File: src/rtl/pwm_gen.sv
// PWM generator driven by an external free-running counter, with double-buffered duty
// and an enable/drain FSM. Optional feature macro: PWM_PERIOD_CNT_EN adds `periods`.
module pwm_gen #(
    parameter int N = 8
) (
    input  logic         clk,
    input  logic         reset,
    input  logic [N-1:0] count,
    input  logic         enable,
    input  logic [N-1:0] duty,
    input  logic         load,
    output logic         pwm,
    output logic         period_tick,
    output logic [N-1:0] duty_active,
    output logic         pending,
    output logic         running
`ifdef PWM_PERIOD_CNT_EN
    ,
    output logic [15:0]  periods
`endif
);

    typedef enum logic [1:0] {IDLE, SYNC, RUN, DRAIN} state_t;

    state_t       state;
    state_t       state_next;
    logic [N-1:0] count_q;
    logic [N-1:0] pend_duty;
    logic [N-1:0] pend_duty_next;
    logic [N-1:0] duty_next;
    logic         pending_next;
    logic         active_next;
    logic         wrap;

    // A free-running counter only ever decreases on its max->0 step.
    assign wrap = (count < count_q);

    always_comb begin
        state_next = state;
        case (state)
            IDLE:    if (enable) state_next = SYNC;
            SYNC: begin
                if (!enable)   state_next = IDLE;
                else if (wrap) state_next = RUN;
            end
            RUN:     if (!enable) state_next = DRAIN;
            DRAIN: begin
                if (wrap)        state_next = IDLE;
                else if (enable) state_next = RUN;
            end
            default: state_next = IDLE;
        endcase
    end

    // Shadow duty: a load coinciding with a wrap bypasses the pending stage.
    always_comb begin
        duty_next      = duty_active;
        pending_next   = pending;
        pend_duty_next = pend_duty;
        if (load && wrap) begin
            duty_next      = duty;
            pend_duty_next = duty;
            pending_next   = 1'b0;
        end else if (load) begin
            pend_duty_next = duty;
            pending_next   = 1'b1;
        end else if (wrap && pending) begin
            duty_next    = pend_duty;
            pending_next = 1'b0;
        end
    end

    assign active_next = (state_next == RUN) || (state_next == DRAIN);

    always_ff @(posedge clk or negedge reset) begin
        if (!reset) begin
            state       <= IDLE;
            count_q     <= '0;
            period_tick <= 1'b0;
            duty_active <= '0;
            pend_duty   <= '0;
            pending     <= 1'b0;
            running     <= 1'b0;
            pwm         <= 1'b0;
        end else begin
            state       <= state_next;
            count_q     <= count;
            period_tick <= wrap;
            duty_active <= duty_next;
            pend_duty   <= pend_duty_next;
            pending     <= pending_next;
            running     <= active_next;
            pwm         <= active_next && (count < duty_next);
        end
    end

`ifdef PWM_PERIOD_CNT_EN
    // Counts periods completed while active; restarts on every new enable.
    always_ff @(posedge clk or negedge reset) begin
        if (!reset) begin
            periods <= '0;
        end else if (state == IDLE && state_next == SYNC) begin
            periods <= '0;
        end else if (wrap && (state == RUN || state == DRAIN) && periods != 16'hFFFF) begin
            periods <= periods + 16'd1;
        end
    end
`endif

endmodule

File: config.mk
export PLATFORM = sky130hd
export DESIGN_NAME = pwm_gen
export DESIGN_NICKNAME = d
export VERILOG_FILES = /design/src/rtl/pwm_gen.sv
export SDC_FILE = /design/constraint.sdc
export NUM_CORES = 1
export LEC_CHECK = 0
export BUFFER_PORTS_ARGS = -buffer_cell sky130_fd_sc_hd__buf_2
export CORE_ASPECT_RATIO = 0.9
export CORE_MARGIN = 2
export CORE_UTILIZATION = 30
export CTS_BUF_LIST = sky130_fd_sc_hd__clkbuf_2 sky130_fd_sc_hd__clkbuf_4 sky130_fd_sc_hd__clkbuf_8
export CTS_CLUSTER_SIZE = 40
export DETAILED_ROUTE_END_ITERATION = 6
export GPL_ROUTABILITY_DRIVEN = 0
export PLACE_DENSITY_LB_ADDON = 0.12
export SYNTH_ARGS = -nofsm -noshare
export SYNTH_HDL_FRONTEND = slang
export SYNTH_SLANG_ARGS = --single-unit
export TNS_END_PERCENT = 30
File: constraint.sdc
create_clock -name clk -period 4.2 [get_ports clk]
set_input_delay 1.05 -clock clk [delete_from_list [all_inputs] [get_ports clk]]
set_output_delay 1.05 -clock clk [all_outputs]
set_load 0.1 [all_outputs]
== Word-level counts from Yosys, hierarchy flattened ==
Index checks and enable logic that the tools add are counted.

* Output and inout bits: 12
* Input port bits: 20
* Bits in registers: 30
* Logic and storage cells: 37

* $lt $le $gt $ge: 2
* Reduce and logical (&&, ||, !) cells: 7
* Muxes and demuxes: 15
* Equality and inequality tests: 5

{| class="wikitable"
|+ Operators with widths
! operator !! count
|-
| 2-to-1 mux 8 bit || 5
|-
| less-than comparator 8 bit || 2
|-
| 2-to-1 mux 2 bit || 6
|-
| == test 2 bit, second input constant || 4
|-
| case mux 2 bit (4 select lines) || 1
|-
| logical AND 1 bit || 3
|-
| 2-to-1 mux 1 bit || 3
|-
| nonzero test 3 bit || 1
|-
| == test 2 x 1 -> 1 bit, second input constant || 1
|-
| logical NOT 2 bit || 1
|-
| nonzero test 2 bit || 1
|-
| logical OR 1 bit || 1
|}

== Depth between registers and ports, before layout ==
* Word-level depth: 7
* Mapped depth: 14
* Mapped depth without buffers: 13

== Worst setup path before layout ==
OpenSTA, ideal clock, no wires.

* Kind: input -> register
* Start: in count[6]
* End: reg pwm
* Buffers on the path: 0
* Setup time: 67 ps
* Arrival time: 3,590 ps
* Setup slack: 543 ps
* Required time: 4,133 ps
* Stages: 12
* Cells stage by stage: ha_1 -> a21o_1 -> a21oi_1 -> inv_1 -> a211oi_2 -> a22oi_1 -> o21a_1 -> ha_1 -> a21o_1 -> a21o_1 -> a221oi_1 -> o221a_1

* Word-level cells in the longest chain between the ends: 7
* Elaborated cells on any way between the ends: 15
* Those cells by class: 2 x order compare; 2 x eq/ne; 7 x mux; 4 x reduce/logical

{| class="wikitable"
|+ Ends and longest elaborated chain
! what !! line !! text
|-
| start: declaration || 8 || <nowiki>input logic [N-1:0] count,</nowiki>
|-
| less-than comparator 8 bit || 36 || <nowiki>assign wrap = (count < count_q);</nowiki>
|-
| logical AND 1 bit or 2-to-1 mux 2 bit (tied branches) || 67, 44 ||
|-
| 2-to-1 mux 8 bit or 2-to-1 mux 2 bit (tied branches) || 67, 43 ||
|-
| 2-to-1 mux 8 bit or case mux 2 bit (4 select lines) (tied branches) || 64, 40 ||
|-
| 2-to-1 mux 8 bit or == test 2 bit (tied branches) || 60, 73 ||
|-
| less-than comparator 8 bit or logical OR 1 bit (tied branches) || 93, 73 ||
|-
| logical AND 1 bit * || 93 || <nowiki>pwm <= active_next && (count < duty_next);</nowiki>
|-
| end signal: assignment || 93 ||
|-
| end: declaration || 12 || <nowiki>output logic pwm,</nowiki>
|}

Every way passes the cells marked *; elsewhere a longest branch is shown, timed or not.
A chain may end at the register's enable or synchronous reset.

== Final worst setup path ==
Ends and elaborated chain as after synthesis.

==> impl_metrics.json <==
{
  "drt-total-wl_um": 3500,
  "timing.critical_path.mode_cell": "a21o_1",
  "setup_violations": 0,
  "synth.net_count": 168,
  "yosys-top-cells-area": "dfrtp_1, ha_1, mux2_2",
  "regArea_um2": 726,
  "power.share.sequential_pct": 31.1,
  "final-max-slew-violation-count": 0,
  "worst_pin_slew_ns": 0.670,
  "dp_hpwl_um": 2650,
  "vias": 1178,
  "fmax_mhz": 273,
  "path_max_fanout": 14,
  "power_frac_clock_pct": 30.2,
  "worstSetupPathType": "input port to flop",
  "grt_max_degree": 30,
  "ys_seq_elements": 29,
  "switching_share_pct": 41.1,
  "crit_family": "compound AO/OA/AOI/OAI gates",
  "reg2reg_depth": 13,
  "fin_ws_ns": 0.537,
  "clk_latency_ns": 0.28,
  "clk_path_buf_depth": 2,
  "cts_buffers": 5,
  "p_total_uw": 1150,
  "cp_data_required_time_ns": 4.42,
  "r2r_start": "count_q[6]",
  "status": "complete, no violations",
  "yosysWarnings": 0,
  "grt_first_pass_wirelength_um": 6000,
  "synth_top_area_share_pct": 45.3,
  "nNetsFinal": 203,
  "cts_hold_buffers": 0,
  "path_cells": "buf_2 -> ha_1 -> a21o_1 -> a21oi_1 -> o21ai_4 -> inv_4 -> a31oi_1 -> o21a_1 -> ha_1 -> a21o_1 -> a21o_1 -> a221oi_1 -> o221a_1",
  "io_buffers": 31,
  "antenna_found_initial": 0,
  "synth.distinct_cells": 43,
  "post_cts_buffers": 0,
  "dieArea_mm2": 0.00593,
  "p_comb_share_pct": 38.7,
  "die-width_um": 81.0,
  "htreeDepth": 2,
  "cp.arrival_ns": 3.88,
  "dr.pass1.iters": 4,
  "cp-startpoint": "count[6]",
  "drc": 0,
  "nFillCells": 548,
  "track_usage_pct": 13.6,
  "syn_area_per_cell_um2": 11.9,
  "row_count": 25,
  "hold_viol_final": 0,
  "power.internal_uw": 677,
  "power-per-cell-area_mw_per_mm2": 593,
  "leakage_uw": 0.000923,
  "holdPathEnd": "state[0]",
  "core_mm2": 0.00519,
  "mostFrequentLayoutCells": "buf_2, dfrtp_1, ha_1, inv_1, o21a_1",
  "grt_pass1_vias": 1269,
  "yosysSeqAreaShare_pct": 45.3,
  "cp-end-kind": "flop",
  "crit_slowest_cell": "a21oi_1",
  "multiInputGateArea_um2": 787,
  "max_slew_margin_pct": 55.3,
  "cts_root_buf": "clkbuf_8",
  "drtIter0Drc": 42,
  "num_antenna_cells": 0,
  "cts_sinks": 29,
  "period_share_pct": 87.2,
  "via_per_inst": 4.97,
  "ir_drop_mv": 0.237,
  "hold_depth": 1,
  "final.min_clock_period_ns": 3.66,
  "start_util_pct": 30.8,
  "cts_resized": 0,
  "grt_setup_unrepaired": "false",
  "switchingPower_uw": 472,
  "fin_skew_ns": 0.00735,
  "hold_class": "flop to flop",
  "antenna_left": 0,
  "timing.setup.tns_ns": 0,
  "cp-start-kind": "input port",
  "crit_buf_inv": 2,
  "dp_worst_setup_slack_ns": 0.283,
  "globalRouteOverflowTotal": 0,
  "drive_gt1_share_pct": 33.5,
  "max_cap_violations": 0,
  "yosys.area.top_type": "dfrtp_1",
  "worstReg2RegEnd": "pwm",
  "rrSetupSlack_ns": 1.10,
  "fp.dieH_um": 73.3,
  "wire_per_inst_um": 14.8,
  "ios": 32,
  "min_from": "state[0]",
  "syn2layout_area_growth_pct": 21.0,
  "clk_pin_slew_ns": 0.07,
  "final_common_cell": "buf_2",
  "max_stage_delay_ns": 0.35,
  "cts_tree": "built",
  "synthCells": 134,
  "syn_area_mm2": 0.00160
}
per-stage QoR:
step	instances	util, %	cell area, µm²	hold slack [ns]
6_report	237	37.3	1940	0.460
5_1_grt	237	37.3	1940	0.483
4_1_cts	237	37.3	1940	0.463
3_5_place_dp	229	34.7	1800	0.457
3_3_place_gp	229	34.7	1800	0.440
2_1_floorplan	134	-	1600	0.424
sequential cells by signal (all words and copies together), names as in the netlist:
name         flops
pend_duty        8
pending          1
running          1
period_tick      1
state            1
pwm              1
duty_active      8
count_q          8
layer usage:
metal	GRT usage (%)	vias to the layer above	wire length, µm
li1	-	572	-
met3	4.42	4	184
met1	17.1	575	1630
met2	21.7	27	1650
met4	5.27	0	36
met5	0	-	0
power by group through the flow:
| stage | Combinational [µW] | Clock [µW] | Sequential, µW |
|---|---|---|---|
| floorplan | 157 | 0 | 565 |
| CTS | 450 | 355 | 357 |
| finish | 444 | 347 | 358 |
| detailed placement | 447 | 0 | 363 |
| global placement | 444 | 0 | 362 |
| global route | 478 | 368 | 363 |
logic make-up after synthesis:
logic type                 after synthesis  share of synthesized area, %
xor gates and xnor gates                 1                         0.547
adders and majority gates               14                          10.9
buffers and inverters                   15                          5.47
muxes                                    7                          4.93
and+or+nand+nor                         18                          7.58
AOI/OAI and AO/OA                       50                          25.2
DFF                                     29                          45.3
area by class of cell:
class                      instances  share of cell area (%)
multi-input combinational         90                    40.6
clock inverter                     3                    3.36
inverter                          11                    2.26
timing repair buffer              32                    8.40
clock buffer                       5                    3.55
sequential                        29                    37.5
tap                               67                    4.33
synthesized netlist by cell type (all sizes together):
| master | number |
|---|---|
| a22oi | 7 |
| and2b | 3 |
| o211a | 1 |
| a21oi | 2 |
| a21o | 4 |
| nand2 | 1 |
| a22o | 2 |
| and4b | 1 |
| o221a | 1 |
| o21ai | 9 |
| nor2 | 2 |
| inv | 11 |
| a2111oi | 1 |
| o31a | 1 |
| a31oi | 6 |
| ha | 14 |
| a211oi | 2 |
| nor3 | 2 |
| or2 | 1 |
| and3 | 1 |
| o31ai | 1 |
| and4 | 1 |
| a21boi | 1 |
| clkbuf | 1 |
| o22ai | 1 |
| a221oi | 1 |
| nor2b | 4 |
| nand2b | 1 |
| buf | 3 |
| mux2 | 7 |
| xnor2 | 1 |
| o211ai | 2 |
| nand3 | 1 |
| dfrtp | 29 |
| o21a | 8 |
how the worst max path moves through the flow:
stage,cells past startpoint,slack (ns),to
after floorplan,12,0.54,pwm
after global placement,13,0.34,pwm
after detailed placement,13,0.28,pwm
after CTS,13,0.55,pwm
after global routing,13,0.32,pwm
final,13,0.54,pwm
Note: power is estimated with default switching activity, not from simulation.
